## src/rtl/crypto_link_pkg.sv

```systemverilog
`default_nettype none
// +----------------------------------------------------------------------------+
// | crypto_link_pkg                                                            |
// | Shared constants, FSM states and LFSR step function for the C&C link.      |
// | Revision: 1.0                                                              |
// +----------------------------------------------------------------------------+
package crypto_link_pkg;

    localparam int                LFSR_W       = 8;
    localparam logic [LFSR_W-1:0] LFSR_TAPS    = 8'b1011_1000;
    localparam logic [LFSR_W-1:0] DEFAULT_SEED = 8'hFA;

    typedef enum logic [0:0] {
        ST_WARMUP = 1'b0,
        ST_RUN    = 1'b1
    } dec_state_e;

    // Fibonacci step: feedback is the parity of the tapped bits, shifted in at bit 0.
    function automatic logic [LFSR_W-1:0] lfsr_next(input logic [LFSR_W-1:0] s);
        return {s[LFSR_W-2:0], ^(s & LFSR_TAPS)};
    endfunction

endpackage
`default_nettype wire

```

## src/rtl/lfsr_keystream.sv

```systemverilog
`default_nettype none
// +----------------------------------------------------------------------------+
// | lfsr_keystream                                                             |
// | 8-bit keystream LFSR with load-over-step priority; shared by RX and TX.    |
// | Revision: 1.0                                                              |
// +----------------------------------------------------------------------------+
module lfsr_keystream
    import crypto_link_pkg::*;
#(
    parameter logic [LFSR_W-1:0] SEED = DEFAULT_SEED
) (
    input  logic              clk,
    input  logic              rst_n,
    input  logic              step,
    input  logic              load,
    input  logic [LFSR_W-1:0] load_val,
    output logic [LFSR_W-1:0] key
);

    // An all-zero state would lock the register, so a zero SEED falls back.
    localparam logic [LFSR_W-1:0] RESET_VAL = (SEED == '0) ? DEFAULT_SEED : SEED;

    logic [LFSR_W-1:0] s_q;
    logic [LFSR_W-1:0] s_d;

    always_comb begin
        s_d = s_q;
        if (load) begin
            s_d = load_val;
        end else if (step) begin
            s_d = lfsr_next(s_q);
        end
    end

    always_ff @(posedge clk or negedge rst_n) begin
        if (!rst_n) begin
            s_q <= RESET_VAL;
        end else begin
            s_q <= s_d;
        end
    end

    assign key = s_q;

endmodule
`default_nettype wire

```

## src/rtl/lfsr_stream_decryptor.sv

```systemverilog
`default_nettype none
// +----------------------------------------------------------------------------+
// | lfsr_stream_decryptor                                                      |
// | Receive-side keystream XOR decipher with warm-up and seed resync.          |
// | Revision: 1.0                                                              |
// +----------------------------------------------------------------------------+
module lfsr_stream_decryptor
    import crypto_link_pkg::*;
#(
    parameter logic [LFSR_W-1:0] SEED   = DEFAULT_SEED,
    parameter int unsigned       WARMUP = 11
) (
    input  logic              clk,
    input  logic              rst_n,
    input  logic              seed_load,
    input  logic [LFSR_W-1:0] seed_in,
    input  logic              in_valid,
    output logic              in_ready,
    input  logic [LFSR_W-1:0] in_data,
    output logic              out_valid,
    input  logic              out_ready,
    output logic [LFSR_W-1:0] out_data,
    output logic              key_rdy,
    output logic [15:0]       byte_cnt
);

    localparam int unsigned       WCNT_W      = (WARMUP < 2) ? 1 : $clog2(WARMUP + 1);
    localparam logic [WCNT_W-1:0] WCNT_INIT   = WCNT_W'(WARMUP);
    localparam logic [WCNT_W-1:0] WCNT_ONE    = WCNT_W'(1);
    localparam dec_state_e        START_STATE = (WARMUP == 0) ? ST_RUN : ST_WARMUP;
    localparam logic [LFSR_W-1:0] GUARD_SEED  = (SEED == '0) ? DEFAULT_SEED : SEED;

    dec_state_e        state_q, state_d;
    logic [WCNT_W-1:0] wcnt_q, wcnt_d;
    logic              out_valid_q, out_valid_d;
    logic [LFSR_W-1:0] out_data_q, out_data_d;
    logic              key_rdy_q, key_rdy_d;
    logic [15:0]       byte_cnt_q, byte_cnt_d;

    logic              w_warm_step;
    logic              w_in_ready;
    logic              w_accept;
    logic [LFSR_W-1:0] w_key;
    logic [LFSR_W-1:0] w_load_val;

    assign w_accept   = in_valid && w_in_ready;
    assign w_load_val = (seed_in == '0) ? GUARD_SEED : seed_in;

    lfsr_keystream #(
        .SEED (GUARD_SEED)
    ) u_keystream (
        .clk      (clk),
        .rst_n    (rst_n),
        .step     (w_warm_step || w_accept),
        .load     (seed_load),
        .load_val (w_load_val),
        .key      (w_key)
    );

    // Resync overrides both the warm-up countdown and any acceptance this cycle.
    always_comb begin
        state_d     = state_q;
        wcnt_d      = wcnt_q;
        w_warm_step = 1'b0;
        w_in_ready  = 1'b0;
        case (state_q)
            ST_WARMUP: begin
                w_warm_step = 1'b1;
                wcnt_d      = wcnt_q - WCNT_ONE;
                if (wcnt_q == WCNT_ONE) begin
                    state_d = ST_RUN;
                end
            end
            ST_RUN: begin
                w_in_ready = !seed_load && (!out_valid_q || out_ready);
            end
            default: begin
                state_d = START_STATE;
            end
        endcase
        if (seed_load) begin
            state_d = START_STATE;
            wcnt_d  = WCNT_INIT;
        end
    end

    always_comb begin
        out_valid_d = out_valid_q;
        out_data_d  = out_data_q;
        byte_cnt_d  = byte_cnt_q;
        key_rdy_d   = (state_d == ST_RUN);
        if (w_accept) begin
            out_valid_d = 1'b1;
            out_data_d  = in_data ^ w_key;
            byte_cnt_d  = byte_cnt_q + 16'd1;
        end else if (out_ready) begin
            out_valid_d = 1'b0;
        end
        if (seed_load) begin
            byte_cnt_d = '0;
        end
    end

    always_ff @(posedge clk or negedge rst_n) begin
        if (!rst_n) begin
            state_q     <= START_STATE;
            wcnt_q      <= WCNT_INIT;
            out_valid_q <= 1'b0;
            out_data_q  <= '0;
            key_rdy_q   <= 1'b0;
            byte_cnt_q  <= '0;
        end else begin
            state_q     <= state_d;
            wcnt_q      <= wcnt_d;
            out_valid_q <= out_valid_d;
            out_data_q  <= out_data_d;
            key_rdy_q   <= key_rdy_d;
            byte_cnt_q  <= byte_cnt_d;
        end
    end

    assign in_ready  = w_in_ready;
    assign out_valid = out_valid_q;
    assign out_data  = out_data_q;
    assign key_rdy   = key_rdy_q;
    assign byte_cnt  = byte_cnt_q;

endmodule
`default_nettype wire

```

## config.mk

```make
export PLATFORM = sky130hd
export DESIGN_NAME = lfsr_stream_decryptor
export DESIGN_NICKNAME = d
export VERILOG_FILES = /design/src/rtl/crypto_link_pkg.sv /design/src/rtl/lfsr_keystream.sv /design/src/rtl/lfsr_stream_decryptor.sv
export SDC_FILE = /design/constraint.sdc
export NUM_CORES = 1
export LEC_CHECK = 0
export BUFFER_PORTS_ARGS = -buffer_cell sky130_fd_sc_hd__buf_2
export CORE_MARGIN = 2
export CORE_UTILIZATION = 52
export CTS_CLUSTER_SIZE = 12
export DETAILED_ROUTE_END_ITERATION = 10
export HOLD_SLACK_MARGIN = 0.1
export PLACE_DENSITY = 0.79
export SYNTH_ARGS = -nofsm -noshare
export SYNTH_HDL_FRONTEND = slang
export SYNTH_SLANG_ARGS = --single-unit
```

## constraint.sdc

```tcl
create_clock -name clk -period 2.4 [get_ports clk]
set_input_delay 0 -clock clk [delete_from_list [all_inputs] [get_ports clk]]
set_output_delay 0 -clock clk [all_outputs]
set_load 0.03 [all_outputs]
```

* Word level (Yosys, flattened, before mapping)
Cells that the tools add are included.
** Operators by class
- Add/sub/neg operators :: 2
- Equality and inequality tests :: 2
- Mux-type cells :: 14
- Bitwise gates (word level) :: 1
- Reductions and logical operators :: 11
** Operators with widths (count)
- $mux W16 :: 2
- $mux W8 :: 3
- $add A16 B1 Y16 const B :: 1
- $logic_not A8 Y1 :: 1
- $mux W4 :: 2
- $reduce_xor A8 Y1 :: 1
- $xor A8 B8 Y8 :: 1
- $mux W1 :: 7
- $reduce_bool A2 Y1 :: 3
- $eq A4 B1 Y1 const B :: 1
- $sub A4 B1 Y4 const B :: 1
- $logic_and A1 B1 Y1 :: 2
- $logic_not A1 Y1 :: 2
- $logic_or A1 B1 Y1 :: 2
- $ne A2 B2 Y1 const B :: 1
** Storage, ports and cells
- Flip-flop bits (word level) :: 38
- Bits of input ports :: 21
- Output and inout port bits :: 27
- Word-level logic and storage cells :: 36

* Logic depth before layout (Yosys ltp)
Gate-level depths: netlist of the first run.
- Word-level depth :: 8
- Depth in mapped cells :: 7
- Gate-level depth less buffers :: 5

* Hierarchy
Synthesis of the first run repeated with hierarchy kept, for this count alone.
** Second synthesis, totals
- Cell total of the unflattened synthesis :: 199
- Area total of the unflattened synthesis :: 1955.6 sq um
** Modules (own cells, without submodules)
- lfsr_stream_decryptor :: instances 1, cells each 161, area an instance 1547.7 sq um, seq. area each 754.5 sq um
- lfsr_keystream :: instances 1, cells each 38, area an instance 407.9 sq um, seq. area each 207.7 sq um

* Worst setup path before layout of the first run
Ideal clock, no wire load.
- Kind :: reg-to-reg
- Start point :: register byte_cnt_q[3] (netlist: byte_cnt[3])
- End point :: register byte_cnt_q[15] (netlist: byte_cnt[15])
- Setup time :: 78 ps
- Arrival :: 1806 ps
- Data required time :: 2322 ps
- Setup slack :: 516 ps
- Cell stages (with the launch flop) :: 6
- Path buffers :: 1
- Clock period less this slack :: 1884 ps
- Path through :: dfrtp_1 > nand3_2 > or3_1 > buf_2 > or4_1 > a21oi_1
** Between the ends
- Word-level cells in the longest chain between the ends :: 3
** Ends and longest elaborated chain
- start, declared :: line lfsr_stream_decryptor.sv:38 : logic [15:0] byte_cnt_q, byte_cnt_d;
- start signal, assigned :: line lfsr_stream_decryptor.sv:118 : byte_cnt_q <= byte_cnt_d;
- $add A16 B1 Y16 :: line lfsr_stream_decryptor.sv:95 : byte_cnt_d = byte_cnt_q + 16'd1;
- $mux W16 :: line lfsr_stream_decryptor.sv:92 : if (w_accept) begin
- $mux W16 :: line lfsr_stream_decryptor.sv:99 : if (seed_load) begin
No other way between the ends. The select of a mux whose other input is x is not followed.
A chain may end at the register's enable or synchronous reset.

* Final worst setup path of the first run
- Start point :: register out_valid_q (netlist: out_valid)
- End point :: register byte_cnt_q[15] (netlist: byte_cnt[15])
** Between the ends
- Word-level cells in the longest chain between the ends :: 6
** Ends and longest elaborated chain
- start, declared :: line lfsr_stream_decryptor.sv:35 : logic out_valid_q, out_valid_d;
- start signal, assigned :: line lfsr_stream_decryptor.sv:115 : out_valid_q <= out_valid_d;
- $logic_not A1 Y1 :: line lfsr_stream_decryptor.sv:75 : w_in_ready = !seed_load && (!out_valid_q || out_ready);
- $logic_or A1 B1 Y1 :: line lfsr_stream_decryptor.sv:75
- $logic_and A1 B1 Y1 :: line lfsr_stream_decryptor.sv:75
- $mux W1 :: line lfsr_stream_decryptor.sv:66 : case (state_q)
- $logic_and A1 B1 Y1 :: line lfsr_stream_decryptor.sv:46 : assign w_accept = in_valid && w_in_ready;
- $reduce_bool A2 Y1 (no line)
No other way between the ends.

==> summary.md, run 1 <==
| Metric | Value |
|---|---|
| Status | finished clean |
| Worst-skew pair later-pin latency | 0.36 ns |
| Clock share of power | between 30% and 40% |
| Ys Warns | 0 |
| Via/cell ratio | between 5 and 6 |
| Final HPWL from detailed placement | roughly 2.8 mm |
| Hold Crit Class | in -> reg |
| RSZ-0062 raised after global routing | false |
| Area of the multi-input gates | 832 sq um |
| CTS Sinks | 38 |
| Net Sw Frac | between 20% and 30% |
| CORE AREA | 3390 sq um |
| Pre-Repair DR Iteration Count | 4 |
| EDFF count, synth | 0 |
| Final Hold Fails | 0 |
| Vias | approximately 1600 |
| Req. time, crit path | 2.68 ns |
| DIE WIDTH | 63.9 um |
| CTS-repair resized insts | 0 |
| Max-slew headroom | between 40% and 50% |
| CP arrival | between 2 and 2.5 ns |
| Synth area leader | dfrtp_1 |
| Worst hold slack | 0.147 ns |
| Int Pwr | 1020 uW |
| Grt total ovfl | 0 |
| Setup Crit Path Kind | reg -> reg |
| Crit path time final | around 1.9 ns |
| Worst vdd ir | ~0.38 mV |
| Detail Route Antenna Nets | 0 |
| Routed wire per std cell | 14.8 um |
| Sw Pwr | 405 uW |
| Synth Flop Type | dfrtp_1 |
| Die height | ~64 um |
| Synth top area share | 38.9% |
| Seq cells post-synth | 38 |
| DR iter-0 viols | approximately 120 |
| CP Launch Type | register |
| Port Buffers | between 40 and 50 |
| Crit-path max FO | 11 |
| Die area | between 4000 and 5000 sq um |
| Clock-pin slew on the worst setup and hold paths | between 0.1 and 0.15 ns |
| Worst slew pin tran | about 0.82 ns |
| H-Tree Depth | 2 |
| Register area share after synthesis | 51.6% |
| Synth async-reset ratio | 100% |
| Routed wire length | 4.44 mm |
| Pwr/cell area | 596 nW/um^2 |
| Final Wtd Congestion | roughly 0.81 |
| Rows | 21 |
| Post-Syn Instances | 189 |
| Clock Tree Buf Depth | 2 |
| Max cap viols | 0 |
| Tcrit/Tclk final | between 70% and 80% |
| CTS root buf | clkbuf_4 |
| Worst Skew | about 0.017 ns |
| Post-Layout Cell Count | 301 |
| Io pins | 48 |
| # diodes | 0 |
| Register area | 962 sq um |
| Vias in the first global route | between 1500 and 2000 |
| Global-route wire length before repair | between 7 and 8 mm |
| Antenna violations before repair | 0 |
| Cell Area, Synth | about 1900 sq um |
| DRC | 0 |
| Initial Utilization | between 50 and 60% |
| Largest net degree at the start of global routing | 39 |
| Gate power share | between 10% and 20% |
| Seq pwr share | between 50 and 60% |
| Peak Freq | around 530 MHz |
| Area Overhead vs Synth | 28.3% |
| Cts bufs inserted | 5 |
| Post-synth cell types | 34 |
| All-Layer GR Usage | 24.7% |
| Max-slew violations | 0 |
| Mapped Avg Cell Area | approximately 10 sq um |
| Fillcell total | roughly 250 |
| Syn nets | roughly 210 |
| Count of final setup violators | 0 |
| Critical Path Sink Type | register |
| TritonCTS clock tree | yes |
| LEAKAGE | around 0.0011 uW |
| Final #Nets | 278 |
| Dpl cells | roughly 270 |
| Share of cells above drive strength 1 | around a quarter |
| Final Util | between 70% and 80% |
| Total Neg Setup Slack | 0 ns |
| Area contributors post-synth | dfrtp_1, dfstp_2, xnor2_1 |
==> layer usage <==
layer | up-vias | global-route usage (%) | routed length (um)
met2 | 54 | 37.5 | 2090
met1 | 777 | 33.8 | 1980
met5 | - | 0 | 0
met3 | 16 | 4.93 | 204
met4 | 0 | 12.0 | 166
li1 | 801 | - | -
==> what timing repair did <==
item,in CTS,in global routing
buffers inserted,0,0
hold buffers,19,0
hold endpoints to repair,52,0
==> cells in the final DEF (no fill, tap or decap), types with 2 or more instances in the layout <==
master and n:
and3_1 2, dfstp_2 9, clkinv_2 2, buf_4 2
buf_2 47, inv_1 6, nand2_1 23, or3_1 4
clkbuf_4 5, dfrtp_1 29, nor2b_1 2, nor2_1 8
nand4b_1 2, nor4_1 2, o21ai_0 20, nand3_1 6
a21oi_1 9, ha_1 3, xnor2_1 13, or4_1 7
nand4_1 4, o22ai_1 6, mux2i_1 2, nand2b_1 2
o31ai_1 5, xor2_1 6, dlygate4sd3_1 19
==> cells by family after synthesis <==
| group | count (synthesis) | synth area share, % |
|---|---|---|
| AO/OA/AOI/OAI | 46 | 14.3 |
| XOR/XNOR | 19 | 8.93 |
| adder cells (fa/ha/maj) | 3 | 2.01 |
| buffers and inverters | 16 | 3.76 |
| flip-flops | 38 | 51.6 |
| multiplexers | 2 | 1.07 |
| AND/OR/NAND/NOR | 65 | 18.3 |
==> final cells by class <==
type / instances / area share [%]
clock buffers: 5 / 1.57
clock inverters: 3 / 1.67
inverters: 6 / 0.941
multi-input cells: 135 / 34.8
flip-flops and latches: 38 / 40.2
well taps: 46 / 2.41
repair buffers: 68 / 18.4
==> sequential cells by signal, summed over array words and instances, names as in the netlist <==
register         flops
out_valid            1
key_rdy              1
wcnt_q               4
byte_cnt            16
u_keystream.key      8
out_data             8
==> synthesized netlist by cell type, drive strengths merged, types with 4 or more instances <==
master,instances
clkbuf,6
xor2,6
xnor2,13
nand4,4
dfstp,9
nand2,23
or3,4
inv,6
o31ai,5
nand3,7
dfrtp,29
nor2,8
buf,4
or4,7
o22ai,6
a21oi,9
o21ai,21
==> worst max-delay path, stage by stage, from the launching register on <==
cell	delay, ns
dfrtp_1	0.39
nand2b_1	0.28
nand3_1	0.38
or4_1	0.61
a21oi_1	0.15
==> through the flow <==
| step | power, uW | instance area (sq um) | worst slack (ns) |
|---|---|---|---|
| finish | 1430 | 2390 | 0.523 |
| global route | 1500 | 2390 | 0.352 |
| CTS | 1420 | 2390 | 0.550 |
| detailed placement | 974 | 2120 | 0.576 |
| global placement | 967 | 2120 | 0.656 |
| floorplan | 889 | 1860 | 0.516 |
==> path summary, 6_finish.rpt <==
check                                  from            to  slack [ns]  cells after the start
worst max-delay path              out_valid  byte_cnt[15]        0.52                      4
worst min-delay path              out_ready     out_valid        0.15                      3
worst max register to register    out_valid  byte_cnt[15]        0.52                      4
worst min register to register  out_data[5]   out_data[5]        0.50                      2
max in group asynchronous             rst_n   byte_cnt[4]        1.61                      2
min in group asynchronous             rst_n   out_data[4]        0.25                      2
==> power by group through the flow <==
stage / Clock [uW] / Combinational (uW) / Sequential [uW]
6_report: 436 / 244 / 747
5_1_grt: 473 / 268 / 755
4_1_cts: 438 / 241 / 745
3_5_place_dp: 0 / 217 / 757
3_3_place_gp: 0 / 213 / 754
2_1_floorplan: 0 / 90.7 / 799
(Power assumes the default switching activity.)
==> inputs of run 2 (changes only) <==
--- a/config.mk
+++ b/config.mk
@@ -5,13 +5,14 @@
 export SDC_FILE = /design/constraint.sdc
 export NUM_CORES = 1
 export LEC_CHECK = 0
+export ABC_AREA = 1
 export BUFFER_PORTS_ARGS = -buffer_cell sky130_fd_sc_hd__buf_2
 export CORE_MARGIN = 2
-export CORE_UTILIZATION = 52
+export CORE_UTILIZATION = 54
 export CTS_CLUSTER_SIZE = 12
 export DETAILED_ROUTE_END_ITERATION = 10
 export HOLD_SLACK_MARGIN = 0.1
-export PLACE_DENSITY = 0.79
+export PLACE_DENSITY = 0.8
 export SYNTH_ARGS = -nofsm -noshare
 export SYNTH_HDL_FRONTEND = slang
 export SYNTH_SLANG_ARGS = --single-unit
==> constraint.sdc (replaced) <==
create_clock -name clk -period 1.9 [get_ports clk]
set_input_delay 0 -clock clk [delete_from_list [all_inputs] [get_ports clk]]
set_output_delay 0 -clock clk [all_outputs]
set_load 0.03 [all_outputs]
==> run 2 against run 1 <==
  * Worst setup slack got worse by 0.29 ns
  * Sequential power increased by 26%
  * Clock skew decreased by 0.0058 ns
  * Final cell count increased by 30%
  * Total power increased by 37%
  * Via count increased by 23%
  * Combinational power increased by 34%
  * Critical endpoint is now byte_cnt[1]
==> summary.md, run 2 <==
| Metric | Value |
|---|---|
| Post-synth cell types | 26 (-24%) |
| Share of cells above drive strength 1 | 21.3% (-5.3 points) |
| TritonCTS clock tree | yes |
| Top sig layer | met4 |
| Cell Area, Synth | 2130 sq um (+14%) |
| Synth top cells by count | nand2_1, o21ai_0, dfrtp_1, nor2_1, inv_1 |
| Io pins | 48 (unchanged) |
| Status | finished clean |
| Crit-path max FO | 25 (+14) |
| All-Layer GR Usage | 25.5% (+0.82 points) |
| Peak Freq | around 600 MHz |
| Clock share of power | 35.1% (+4.6 points) |
| Worst-skew pair later-pin latency | 0.29 ns (-0.07 ns) |
| Die height | 66.9 um (+4.7%) |
| CTS root buf | clkbuf_8 |
| WHS Path Cells | 5 (+2) |
| Placed inst area | 2380 sq um (+12%) |
| Area contributors post-synth | dfrtp_1, nand2_1, dfstp_2 |
| R2R depth | 9 (+5) |
| Pwr/cell area | 741 nW/um^2 (+24%) |
| Register area share after synthesis | 45.1% (-6.5 points) |
| Worst R2R Start | out_valid |
| Commonest non-fill, non-tap cell in the layout | nand2_1 |
| Synth async-reset ratio | 100% (unchanged) |
| Count of final setup violators | 0 (unchanged) |
| Detail Route Antenna Nets | 0 (unchanged) |
| Final HPWL from detailed placement | 3.49 mm (+25%) |
| Seq pwr share | 48.2% (-4.2 points) |
| LEAKAGE | 0.00132 uW (+20%) |
| Total Neg Setup Slack | 0 ns (unchanged) |
| Port Buffers | 47 (unchanged) |
| Synth top area share | 34.0% (-4.9 points) |
| Sw Pwr | 552 uW (+36%) |
| EDFF count, synth | 0 (unchanged) |
| Mapped Avg Cell Area | 7.60 sq um (-23%) |
| # diodes | 0 (unchanged) |
| Die area | 4470 sq um (+9.6%) |
| Ys Warns | 0 (unchanged) |
| Seq cells post-synth | 38 (unchanged) |
| Initial Utilization | 57.0% (+2.0 points) |
| Routed wire per std cell | 13.0 um (-12%) |
| Post-Layout Cell Count | 390 (+30%) |
| Grt total ovfl | 0 (unchanged) |
| Synth Flop Type | dfrtp_1 |
| Vias in the first global route | 1921 (+18%) |
| Vias | 2026 (+23%) |
| Most frequent cells in the layout | nand2_1, buf_2, o21ai_0 |
| Metal2 WL | 2.51 mm (+20%) |
| Max-slew headroom | 44.8% (-0.42 points) |
| Worst slack at placement | 0.305 ns (-0.272 ns) |
| Crit path time final | approximately 1.7 ns |
| Clock Tree Buf Depth | 2 (unchanged) |
| Area Overhead vs Synth | 23.4% |
| Worst Skew | 0.0108 ns (-0.00584 ns) |
| RSZ-0062 raised after global routing | false |
| CP Launch Type | primary input |
| Final WS setup | 0.230 ns (-0.293 ns) |
| Clock-pin slew on the worst setup and hold paths | 0.08 ns (-0.03 ns) |
| CP Capture Point | byte_cnt[1] |
| Antenna violations before repair | 0 (unchanged) |
| Critical Path Sink Type | register |
| Rows | 22 (+4.8%) |
| Wire length on met3 | 366 um (+79%) |
| Setup Crit Path Kind | in -> reg |
| Int Pwr | 1400 uW (+37%) |
| Via/cell ratio | 5.19 (-5.1%) |
| Max-slew violations | 0 (unchanged) |
| Syn nets | 305 (+43%) |
| DRC | 0 (unchanged) |
| Wl on met1 | 2.17 mm (+9.5%) |
| Max cap viols | 0 (unchanged) |
| Routed wire length | 5.09 mm (+14%) |
| Synth area leader | dfrtp_1 |
| Pre-Repair DR Iteration Count | 4 (unchanged) |
| Dpl cells | 369 (+35%) |
| Overall power | 1950 uW (+37%) |
| Final Hold Fails | 0 (unchanged) |
| Post-CTS setup buffers | 0 (unchanged) |
| Crit path launch | seed_load |
| Cts bufs inserted | 5 (unchanged) |
| Largest net degree at the start of global routing | 39 (unchanged) |
| DR iter-0 viols | 157 (+32%) |
| Global-route wire length before repair | 8.58 mm (+10%) |
| RR Endpoint | u_keystream.key[0] |
| Reg-to-reg slack, setup | 0.29 ns (-0.23 ns) |
| Final #Nets | 365 (+31%) |
| Tcrit/Tclk final | between 80 and 90% |
| Final Wtd Congestion | 0.855 (+5.2%) |
| DIE WIDTH | 66.9 um (+4.7%) |
| Most common cell in the netlist | nand2_1 |
| Max reg flops | 16 (unchanged) |
| Final instance area | 2630 sq um (+10%) |
| CTS Sinks | 38 (unchanged) |
| Worst slew pin tran | 0.829 ns (+0.00628 ns) |
| Gate power share | 16.7% (-0.4 points) |
| Net Sw Frac | 28.3% (-0.099 points) |
| CP arrival | 1.86 ns (-0.30 ns) |
| Post-Syn Instances | 281 (+49%) |
| Req. time, crit path | 2.09 ns (-0.59 ns) |
| H-Tree Depth | 2 (unchanged) |
| Hold Crit Class | in -> reg |
| Worst vdd ir | 0.643 mV (+68%) |
| CORE AREA | 3740 sq um (+10%) |
## run 2: worst min path at each step
stage,end,slack (ns),startpoint
finish,u_keystream.key[4],0.12,seed_in[4]
global route,out_valid,0.14,in_valid
floorplan,byte_cnt[0],-0.30,rst_n
detailed placement,out_data[6],0.15,rst_n
global placement,out_data[4],0.15,rst_n
CTS,u_keystream.key[4],0.11,seed_in[4]
## run 2: through the flow
step | hold WS, ns | utilization, %
floorplan | -0.296 | -
global placement | 0.146 | 63.7
detailed placement | 0.145 | 63.7
CTS | 0.108 | 70.2
global route | 0.141 | 70.4
finish | 0.115 | 70.4
## run 2: kinds of logic (layout without fill, tap and decap cells)
kind of cell | after synthesis | in the layout | synth area share [%]
flip-flops | 38 | 38 | 45.1
adder cells (fa/ha/maj) | 3 | 3 | 1.76
XOR/XNOR | 10 | 10 | 4.10
AO/OA/AOI/OAI | 47 | 47 | 11.5
buffers and inverters | 36 | 97 | 7.33
AND/OR/NAND/NOR | 147 | 147 | 30.2
## run 2: worst max-delay path: stages
cell,delay (ns)
dlygate4sd3_1,0.53
clkbuf_4,0.21
inv_6,0.19
nand2_2,0.10
nor2_4,0.14
nand2_4,0.16
nand2_4,0.18
inv_2,0.13
a22o_1,0.20
## run 2: final cells by class
type / count / area [sq um]
repair buffers: 60 / 368
inverters: 29 / 114
fillers: 338 / 1110
multi-input cells: 207 / 1020
clock buffers: 5 / 68.8
clock inverters: 3 / 45.0
well taps: 48 / 60.1
flip-flops and latches: 38 / 962
## run 2: power by group through the flow
stage                     sequential, uW  clock (uW)  combinational, uW
after global routing                 948         735                362
final                                941         685                326
after global placement               949           0                297
after detailed placement             954           0                303
after floorplan                     1010           0                135
after CTS                            938         698                325
## run 2: routing by layer
| metal | global-route usage [%] | vias to the layer above |
|---|---|---|
| met2 | 44.1 | 63 |
| met4 | 6.12 | 0 |
| li1 | - | 1027 |
| met1 | 33.0 | 929 |
| met3 | 4.73 | 7 |
| met5 | 0 | - |
## run 2: timing repair
item | in CTS | in global routing
hold buffers | 13 | 0
setup endpoints to repair | 0 | 9
hold endpoints to repair | 42 | 0
gates resized for setup | 0 | 2
==> inputs of run 3 (changes only) <==
--- a/config.mk
+++ b/config.mk
@@ -8,11 +8,12 @@
 export ABC_AREA = 1
 export BUFFER_PORTS_ARGS = -buffer_cell sky130_fd_sc_hd__buf_2
 export CORE_MARGIN = 2
-export CORE_UTILIZATION = 54
+export CORE_UTILIZATION = 52
 export CTS_CLUSTER_SIZE = 12
 export DETAILED_ROUTE_END_ITERATION = 10
 export HOLD_SLACK_MARGIN = 0.1
-export PLACE_DENSITY = 0.8
+export PLACE_DENSITY = 0.77
+export REMOVE_ABC_BUFFERS = 1
 export SYNTH_ARGS = -nofsm -noshare
 export SYNTH_HDL_FRONTEND = slang
 export SYNTH_SLANG_ARGS = --single-unit
==> run 3 against run 2 <==
  * Critical path depth unchanged
  * Sequential power decreased by 0.7%
  * Cell area is 1.9% higher
  * Clock power increased by 23%
  * Maximum frequency shrank 2.5%
  * Critical endpoint unchanged
==> summary.md, run 3 (same netlist as run 2, synthesis figures left out) <==
| Metric | Value |
|---|---|
| Status | finished clean |
| CTS root buf | clkbuf_8 |
| Io pins | 48 (unchanged) |
| Die height | 68.1 um (+1.8%) |
| CP Launch Type | primary input |
| Worst slack at placement | 0.319 ns (+0.0138 ns) |
| All-Layer GR Usage | 24.3% (-1.2 points) |
| Final #Nets | 367 (+0.55%) |
| Clock-pin slew on the worst setup and hold paths | 0.08 ns (about the same) |
| Reg-to-reg slack, setup | 0.34 ns (+0.05 ns) |
| Routed wire length | 4.94 mm (-2.8%) |
| CORE AREA | 3970 sq um (+6.1%) |
| Antenna violations before repair | 0 (unchanged) |
| Dpl cells | 371 (+0.54%) |
| Crit-path max FO | 25 (unchanged) |
| Final Hold Fails | 0 (unchanged) |
| R2R depth | 7 (-2) |
| Setup Crit Path Kind | in -> reg |
| Max cap viols | 0 (unchanged) |
| Max reg flops | 16 (unchanged) |
| Peak Freq | 584 MHz (-2.5%) |
| Worst Skew | 0.00878 ns (-0.00206 ns) |
| Cts bufs inserted | 5 (unchanged) |
| Post-CTS setup buffers | 0 (unchanged) |
| Max-slew violations | 0 (unchanged) |
| Initial Utilization | 53.7% (-3.3 points) |
| CTS Sinks | 38 (unchanged) |
| Critical Path Sink Type | register |
| DIE WIDTH | 68.1 um (+1.8%) |
| # diodes | 0 (unchanged) |
| TritonCTS clock tree | yes |
| Detail Route Antenna Nets | 0 (unchanged) |
| Rows | 23 (+4.5%) |
| Vias | 2025 (-0.049%) |
| Tcrit/Tclk final | 90.2% (+2.3 points) |
| Most frequent cells in the layout | nand2_1, buf_2, o21ai_0 |
| Vias in the first global route | 1947 (+1.4%) |
| H-Tree Depth | 2 (unchanged) |
| Final HPWL from detailed placement | 3.32 mm (-4.9%) |
| Area of the multi-input gates | 1020 sq um (+0.62%) |
| Clock Tree Buf Depth | 2 (unchanged) |
| Area Overhead vs Synth | 25.7% |
| Die area | 4630 sq um (+3.6%) |
| Largest net degree at the start of global routing | 39 (unchanged) |
| Grt total ovfl | 0 (unchanged) |
| DRC | 0 (unchanged) |
| Share of cells above drive strength 1 | 21.5% (+0.17 points) |
| LEAKAGE | 0.00135 uW (+2.1%) |
| Commonest non-fill, non-tap cell in the layout | nand2_1 |
| Overall power | 2110 uW (+8.0%) |
| Worst vdd ir | 0.588 mV (-8.6%) |
| CP arrival | 1.90 ns (+0.04 ns) |
| DR iter-0 viols | 159 (+1.3%) |
| Max-slew headroom | 44.5% (-0.22 points) |
| Final WS setup | 0.187 ns (-0.0432 ns) |
| Register area | 962 sq um (unchanged) |
| Pre-Repair DR Iteration Count | 4 (unchanged) |
| Pwr/cell area | 786 nW/um^2 (+6.0%) |
| WHS Path Cells | 5 (unchanged) |
| Port Buffers | 47 (unchanged) |
| Worst slew pin tran | 0.832 ns (+0.00323 ns) |
| Post-Layout Cell Count | 394 (+1.0%) |
| Fillcell total | 333 (-1.5%) |
| Crit path time final | 1.71 ns (+0.0432 ns) |
| Worst-skew pair later-pin latency | 0.29 ns (about the same) |
| Final Wtd Congestion | 0.884 (+3.4%) |
| Global-route wire length before repair | 8.45 mm (-1.6%) |
| Hold Crit Class | in -> reg |
| Req. time, crit path | 2.08 ns (about the same) |
| Via/cell ratio | 5.14 (-1.1%) |
| Count of final setup violators | 0 (unchanged) |
| Routed wire per std cell | 12.5 um (-3.8%) |
## run 3: changes by cell type in the layout (fill, tap and decap cells not counted)
cell / change
bufinv_16: +1
clkbuf_8: +1
clkinvlp_4: -2
dlygate4sd3_1: +1
inv_2: -1
inv_4: +1
nor2_2: +1
## run 3: power breakdown
group | switching, uW | leakage [uW] | internal (uW) | total [uW]
combinational | 202 | 0.000786 | 128 | 330
clock | 285 | 0.0000714 | 560 | 845
sequential | 49.9 | 0.000491 | 884 | 934
## run 3: cell type report
cell class	count	share of cell area, %
multi-input cells	208	38.1
flip-flops and latches	38	35.9
clock buffers	6	3.08
inverters	29	4.34
clock inverters	2	2.24
repair buffers	61	14.1
well taps	50	2.33
## run 3: worst max-delay path: stages
cell and delay (ns):
dlygate4sd3_1 0.55, clkbuf_4 0.22, inv_6 0.20, nand2_2 0.10, nor2_4 0.14, nand2_4 0.17, nand2_4 0.21, inv_4 0.10
a22o_1 0.19
## run 3: what timing repair did
action	CTS	global route
setup endpoints to repair	0	18
hold buffers	14	0
hold endpoints to repair	44	0
gates resized for setup	0	3
## run 3: metrics by stage
step	hold WS [ns]	util, %	cell area (sq um)	setup TNS, ns
finish	0.109	67.6	2680	0
global route	0.188	67.6	2680	-0.000911
CTS	0.102	67.2	2670	0
detailed placement	0.150	60.1	2390	0
global placement	0.156	60.1	2390	0
floorplan	-0.296	-	2090	0
## run 3: metal layers
layer  track usage, %  wire [um]
met2             40.3       2360
met1             30.4       2230
met4             10.8         79
met3             5.26        274
met5                0          0
## run 3: path summary, 6_finish.rpt
path	start	to
min in group asynchronous	rst_n	out_data[5]
worst min-delay path	seed_in[6]	u_keystream.key[6]
max in group asynchronous	rst_n	byte_cnt[7]
worst min register to register	out_data[3]	out_data[3]
worst max-delay path	seed_load	byte_cnt[1]
worst max register to register	out_valid	u_keystream.key[5]
